[config.mk]
export PLATFORM = sky130hd
export DESIGN_NAME = seq_scan_ctrl
export DESIGN_NICKNAME = d
export VERILOG_FILES = /design/src/rtl/seq_scan_ctrl.sv
export SDC_FILE = /design/constraint.sdc
export NUM_CORES = 1
export LEC_CHECK = 0
export BUFFER_PORTS_ARGS = -buffer_cell sky130_fd_sc_hd__buf_2
export CORE_ASPECT_RATIO = 1.25
export CORE_MARGIN = 2
export CORE_UTILIZATION = 44
export CTS_BUF_LIST = sky130_fd_sc_hd__clkbuf_8
export DETAILED_ROUTE_END_ITERATION = 6
export PLACE_DENSITY = 0.69
export SETUP_SLACK_MARGIN = 0.3
export SLEW_MARGIN = 20
export SYNTH_ARGS = -nofsm -noshare
export SYNTH_HDL_FRONTEND = slang
export SYNTH_SLANG_ARGS = --single-unit
[constraint.sdc]
create_clock -name clk -period 3.85 [get_ports clk]
set_input_delay 0.9625 -clock clk [delete_from_list [all_inputs] [get_ports clk]]
set_output_delay 0.9625 -clock clk [all_outputs]
set_load 0.005 [all_outputs]
[src/rtl/seq_scan_ctrl.sv]
// seq_scan_ctrl: masked serial pattern scanner with match-count target and beat-window stop.
// Define SEQ_SCAN_CTRL_FIRST_POS_EN to add first_pos (window index of the run's first match).
module seq_scan_ctrl #(
  parameter int unsigned PAT_W = 4,
  parameter int unsigned CNT_W = 8,
  parameter int unsigned WIN_W = 16
) (
  input  logic             clk,
  input  logic             reset,
  input  logic [PAT_W-1:0] cfg_pattern,
  input  logic [PAT_W-1:0] cfg_mask,
  input  logic [CNT_W-1:0] cfg_target,
  input  logic [WIN_W-1:0] cfg_window,
  input  logic             cfg_overlap,
  input  logic             start,
  input  logic             abort,
  input  logic             stream,
  input  logic             stream_valid,
  output logic             busy,
  output logic             detected,
  output logic [CNT_W-1:0] match_count,
  output logic             done,
  output logic             timeout
`ifdef SEQ_SCAN_CTRL_FIRST_POS_EN
  ,
  output logic [WIN_W-1:0] first_pos
`endif
);

  localparam int unsigned FILL_W = $clog2(PAT_W + 1);
  localparam logic [FILL_W-1:0] FILL_FULL = FILL_W'(PAT_W);

  typedef enum logic [1:0] {StIdle, StScan, StDone} state_e;

  state_e state_q, state_d;

  // The oldest bit is never needed again: a match is judged on the post-shift value.
  logic [PAT_W-2:0]  sh_q, sh_d;
  logic [FILL_W-1:0] fill_q, fill_d;
  logic [WIN_W-1:0]  win_q, win_d;
  logic [PAT_W-1:0]  pat_q, pat_d;
  logic [PAT_W-1:0]  mask_q, mask_d;
  logic [CNT_W-1:0]  target_q, target_d;
  logic [WIN_W-1:0]  window_q, window_d;
  logic              overlap_q, overlap_d;
  logic [CNT_W-1:0]  cnt_q, cnt_d;
  logic              busy_q, busy_d;
  logic              det_q, det_d;
  logic              done_q, done_d;
  logic              timeout_q, timeout_d;
`ifdef SEQ_SCAN_CTRL_FIRST_POS_EN
  logic [WIN_W-1:0]  fpos_q, fpos_d;
`endif

  logic [PAT_W-1:0]  sh_next;
  logic [FILL_W-1:0] fill_inc;
  logic [WIN_W-1:0]  win_inc;
  logic [CNT_W-1:0]  cnt_inc;
  logic              beat, match, hit_target, hit_window, accept_start;

  assign accept_start = (state_q == StIdle) && start && !abort;
  assign beat         = (state_q == StScan) && stream_valid && !abort;
  assign sh_next      = {sh_q, stream};
  assign fill_inc     = (fill_q == FILL_FULL) ? fill_q : fill_q + FILL_W'(1);
  assign win_inc      = win_q + WIN_W'(1);
  assign match        = (fill_inc == FILL_FULL) && (((sh_next ^ pat_q) & mask_q) == '0);
  assign cnt_inc      = !match ? cnt_q : ((&cnt_q) ? cnt_q : cnt_q + CNT_W'(1));
  assign hit_target   = (target_q != '0) && (cnt_inc == target_q);
  assign hit_window   = (window_q != '0) && (win_inc == window_q);

  always_ff @(posedge clk) begin
    if (reset) begin
      state_q <= StIdle;
    end else begin
      state_q <= state_d;
    end
  end

  always_comb begin
    state_d = state_q;
    if (abort) begin
      state_d = StIdle;
    end else begin
      case (state_q)
        StIdle:  if (start) state_d = StScan;
        StScan:  if (stream_valid && (hit_target || hit_window)) state_d = StDone;
        StDone:  state_d = StIdle;
        default: state_d = StIdle;
      endcase
    end
  end

  always_comb begin
    sh_d      = sh_q;
    fill_d    = fill_q;
    win_d     = win_q;
    pat_d     = pat_q;
    mask_d    = mask_q;
    target_d  = target_q;
    window_d  = window_q;
    overlap_d = overlap_q;
    cnt_d     = cnt_q;
    det_d     = 1'b0;
    done_d    = 1'b0;
    timeout_d = 1'b0;
    busy_d    = (state_d != StIdle);
`ifdef SEQ_SCAN_CTRL_FIRST_POS_EN
    fpos_d    = fpos_q;
`endif
    if (accept_start) begin
      pat_d     = cfg_pattern;
      mask_d    = cfg_mask;
      target_d  = cfg_target;
      window_d  = cfg_window;
      overlap_d = cfg_overlap;
      sh_d      = '0;
      fill_d    = '0;
      win_d     = '0;
      cnt_d     = '0;
`ifdef SEQ_SCAN_CTRL_FIRST_POS_EN
      fpos_d    = '0;
`endif
    end else if (beat) begin
      sh_d      = sh_next[PAT_W-2:0];
      // Without overlap, a match consumes its bits: the next one needs a full fresh pattern.
      fill_d    = (match && !overlap_q) ? '0 : fill_inc;
      win_d     = win_inc;
      cnt_d     = cnt_inc;
      det_d     = match;
      done_d    = hit_target || hit_window;
      timeout_d = !hit_target && hit_window;
`ifdef SEQ_SCAN_CTRL_FIRST_POS_EN
      if (match && (cnt_q == '0)) fpos_d = win_inc;
`endif
    end
  end

  always_ff @(posedge clk) begin
    if (reset) begin
      sh_q      <= '0;
      fill_q    <= '0;
      win_q     <= '0;
      pat_q     <= '0;
      mask_q    <= '0;
      target_q  <= '0;
      window_q  <= '0;
      overlap_q <= 1'b0;
      cnt_q     <= '0;
      busy_q    <= 1'b0;
      det_q     <= 1'b0;
      done_q    <= 1'b0;
      timeout_q <= 1'b0;
`ifdef SEQ_SCAN_CTRL_FIRST_POS_EN
      fpos_q    <= '0;
`endif
    end else begin
      sh_q      <= sh_d;
      fill_q    <= fill_d;
      win_q     <= win_d;
      pat_q     <= pat_d;
      mask_q    <= mask_d;
      target_q  <= target_d;
      window_q  <= window_d;
      overlap_q <= overlap_d;
      cnt_q     <= cnt_d;
      busy_q    <= busy_d;
      det_q     <= det_d;
      done_q    <= done_d;
      timeout_q <= timeout_d;
`ifdef SEQ_SCAN_CTRL_FIRST_POS_EN
      fpos_q    <= fpos_d;
`endif
    end
  end

  assign busy        = busy_q;
  assign detected    = det_q;
  assign match_count = cnt_q;
  assign done        = done_q;
  assign timeout     = timeout_q;
`ifdef SEQ_SCAN_CTRL_FIRST_POS_EN
  assign first_pos   = fpos_q;
`endif

endmodule

---- After elaboration in Yosys (flattened, before gate mapping) ----
Cells that the tools add are included.
cells by class
  $add $sub $neg .......................... 3
  eq/ne operators ......................... 5
  mux-type cells .......................... 8
  bitwise operators ....................... 3
  reductions and logical operators ........ 22
operators by type and width
  kind                                                                   count
  16-bit by 1-bit adder with 16-bit output, second input constant        1
  16-bit equality test                                                   1
  8-bit 2-to-1 mux                                                       2
  16-bit nonzero test                                                    1
  1-bit logical AND                                                      10
  8-bit by 1-bit adder with 8-bit output, second input constant          1
  8-bit equality test                                                    1
  8-bit AND reduction                                                    1
  8-bit nonzero test                                                     1
  3-bit equality test, second input constant                             2
  2-bit 2-to-1 mux                                                       3
  3-bit 2-to-1 mux                                                       2
  4-bit bitwise AND                                                      1
  4-bit logical NOT                                                      1
  2-bit case mux with 2 select lines                                     1
  4-bit bitwise XOR                                                      1
  3-bit by 1-bit adder with 3-bit output, second input constant          1
  1-bit logical NOT                                                      3
  3-bit OR reduction                                                     1
  2-bit by 1-bit equality test with 1-bit output, second input constant  1
  2-bit logical NOT                                                      1
  2-bit nonzero test                                                     1
  2-bit OR reduction                                                     1
  1-bit logical OR                                                       1
  1-bit inverter                                                         1
word-level totals
  flip-flop bits (word level) ............. 69
  logic and storage cells ................. 55

---- Longest topological paths before layout ----
  word-level depth ........................ 13
  mapped depth ............................ 11

---- Worst setup path after synthesis ----
OpenSTA, ideal clock, no wires.
  kind .................................... in2reg
  from .................................... input stream
  to ...................................... register state_q[0]
  arrival ................................. 2.855 ns
  setup slack ............................. 0.881 ns
  stages on the path ...................... 8
  cell sequence ........................... xor2_1 -> a2111oi_4 -> nand3_2 -> or4_1 -> a221oi_2 -> nand4_1 -> nor2b_4 -> o21a_1
on the way
  longest elaborated chain between the ends .. 12
ends and longest elaborated chain
  element                             RTL line  RTL
  start, declared                     17        input logic stream,
  4-bit bitwise XOR                   66        assign match = (fill_inc == FILL_FULL) && (((sh_next ^ pat_q) & mask_q) == '0);
  4-bit bitwise AND                   66
  4-bit logical NOT                   66
  1-bit logical AND                   66
  8-bit 2-to-1 mux                    67        assign cnt_inc = !match ? cnt_q : ((&cnt_q) ? cnt_q : cnt_q + CNT_W'(1));
  8-bit equality test                 68        assign hit_target = (target_q != '0) && (cnt_inc == target_q);
  1-bit logical AND                   68
  1-bit logical OR                    86        StScan: if (stream_valid && (hit_target || hit_window)) state_d = StDone;
  1-bit logical AND                   86
  2-bit 2-to-1 mux                    86
  2-bit case mux with 2 select lines  84        case (state_q)
  2-bit 2-to-1 mux                    81        if (abort) begin
  end signal, assigned                73        state_q <= StIdle;
  end signal, assigned                75        state_q <= state_d;
  end, declared                       35        state_e state_q, state_d;
Every way passes these cells.
A chain may end at the register's enable or synchronous reset.

---- Final worst setup path ----
Same ends and word-level chain as after synthesis.

==> reports/metrics.yaml <==
grt_pass1_wl_mm: 14.7
netlist_top_cells_area: "dfxtp_1 (38%), nand2_1 (10%), a21oi_1 (7.4%)"
grtUsageTotal: 0.206
maxSlewHeadroom: 0.538
nNetsFinal: 542
port_buffers: 50
min_from: "mask_q[1]"
detailed_place_hpwl_mm: 6.04
grt_pass1_vias: 3201
synthesis.area_sq_mm: 0.00359
start_util: 0.458
final_hold_viol_count: 0
worstMarginPinSlew_ns: 0.691
critPathCaptureType: "flop"
cap_violations: 0
synth_area_per_cell_sq_um: 7.84
dieArea_sq_mm: 0.00890
final_cells: 599
grt_antenna_before_repair: 0
final_util: 0.523
postLayoutSetupSlackWorst_ns: 0.980
ir_drop_v: 0.000216
setup_viol_count_final: 0
yosysTopAreaCell: "dfxtp_1"
wl_per_cell_um: 14.3
hold_path.class: "reg -> reg"
worstPathMaxFanout: 7
synthesis.instances: 458
io_pins: 51
min_period_over_period: 0.746
clockBufferDepth: 2
grt_max_degree: 40
dp.cells: 583
timing.rr.start: "win_q[0]"
cts_resized: 0
rows: 36
ctsHoldBuffers: 0
seq_area_frac_synth: 0.385
cts_sinks: 69
via_per_inst: 5.44
status: "complete, no violations"
final_common_cell: "nand2_1"
synth_cell_type_count: 54
synth_edf_count: 0
route.detailed.drc: 0
regArea_sq_mm: 0.00138
vias: 3261
synth_ff_type: "dfxtp_1"
drv_slew: 0
die_w_um: 84.8
syn2layout_area_growth_pct: 14.2
yosys_warnings: 0
cts_max_level: 3
start_kind: "input pin"
core-area_sq_mm: 0.00784
synth_nets: 501
die_y_um: 105
cp_data_arrival_time_ns: 3.14
pre_cts_slack_ns: 0.596
drt-total-wl_mm: 8.55
cts_tree: "done"
cts_buffers: 9
dr.pass1.iters: 4
root_buffer: "clkbuf_8"
fill_cells: 780
globalplace.congestion: 0.857
critPathRequiredTime_ns: 4.12
leakagePower_nw: 1.50
postCtsSetupBuffers: 0
path_clk_slew_ns: 0.08
antenna_cells: 0
p_per_area_mw_per_mm2: 357
first_iter_violations: 128
fin_skew_ns: 0.0110
synth_top_area_share: 0.385
fin_tns_setup_ns: 0
critPathKind: "in -> reg"
layout_common_cells: "nand2_1 (99), dfxtp_1 (69), a21oi_1 (53)"
ys_seq_elements: 69
multiInputGateArea_sq_mm: 0.00208
rsz0062_at_grt: "no"
gr-total-overflow: 0
crit_start: "stream"
fin_crit_ns: 2.87
drive_gt1_frac: 0.165
fmax_mhz: 348
antenna_left: 0
clock_latency_ns: 0.37
synthArstFlopShare: 0
-- registers in the layout, summed over array words and instances (netlist names) --
| register | cells |
|---|---|
| mask_q | 4 |
| overlap_q | 1 |
| target_q | 8 |
| timeout | 1 |
| match_count | 8 |
| state_q | 2 |
| busy | 1 |
| fill_q | 3 |
| done | 1 |
| window_q | 16 |
| win_q | 16 |
| sh_q | 3 |
| detected | 1 |
| pat_q | 4 |
-- cell type report --
class / count / share of cell area
multi-input combinational: 356 / 0.508
sequential: 69 / 0.337
timing repair buffer: 57 / 0.0739
clock buffer: 9 / 0.0302
tap: 95 / 0.0290
clock inverter: 7 / 0.0165
inverter: 6 / 0.00550
-- report_power, final --
| part | switching (mW) | leakage (nW) | total [mW] | internal, mW |
|---|---|---|---|---|
| combinational | 0.0692 | 0.839 | 0.127 | 0.0578 |
| sequential | 0.0193 | 0.560 | 0.750 | 0.731 |
| clock | 0.290 | 0.0964 | 0.585 | 0.295 |
-- critical path, stage by stage --
cell and delay (ns):
buf_2 0.11, xor2_1 0.18, a2111oi_4 0.40, nand3_2 0.19, or4_1 0.57, a221oi_2 0.25, nand4_1 0.14, nor2b_4 0.16
o21a_1 0.18
-- worst paths after layout --
| check | cells after the start | slack, ns | end |
|---|---|---|---|
| setup reg to reg | 8 | 0.99 | state_q[0] |
| setup / recovery | 9 | 0.98 | state_q[0] |
| hold reg to reg | 2 | 0.46 | mask_q[1] |
| hold / removal | 2 | 0.46 | mask_q[1] |
-- cell usage after synthesis, types with 3 or more instances --
| cell | instances |
|---|---|
| nor4_1 | 8 |
| xnor2_1 | 23 |
| nand4b_1 | 3 |
| buf_2 | 6 |
| and2_1 | 3 |
| nand4_1 | 6 |
| nor2_1 | 30 |
| clkbuf_1 | 20 |
| o21a_1 | 4 |
| or3_1 | 8 |
| nor2b_1 | 3 |
| o211ai_1 | 3 |
| xor2_1 | 23 |
| and3_1 | 6 |
| or2_2 | 3 |
| a21oi_1 | 53 |
| ha_1 | 4 |
| dfxtp_1 | 69 |
| a211o_1 | 3 |
| nand2_1 | 99 |
| inv_1 | 6 |
| nor3_1 | 13 |
| o21ai_0 | 11 |
| nand3_1 | 13 |
-- kinds of logic (layout without fill, tap and decap cells) --
group | Yosys count | after routing | share of synthesized area
buf+inv | 33 | 79 | 0.0370
fa+ha+maj | 4 | 4 | 0.0139
xor+xnor | 46 | 46 | 0.112
compound gates | 93 | 93 | 0.164
flops | 69 | 69 | 0.385
mux | 3 | 3 | 0.00872
simple gates | 210 | 210 | 0.279
-- per-stage QoR --
step	cell area, sq um	power [mW]	hold slack [ns]
2_1_floorplan	3590	0.846	0.436
3_3_place_gp	3910	0.892	0.446
3_5_place_dp	3910	0.894	0.452
4_1_cts	4100	1.47	0.463
5_1_grt	4100	1.53	0.492
6_report	4100	1.46	0.464
-- metal layers --
metal / routed length, um / share of wire / track usage / vias to the layer above
li1: - / - / - / 1668
met1: 3690 / 0.43 / 0.237 / 1503
met2: 4290 / 0.50 / 0.353 / 70
met3: 314 / 0.037 / 0.0474 / 20
met4: 252 / 0.029 / 0.103 / 0
met5: 0 / 0 / 0 / -
(Power assumes the default switching activity.)
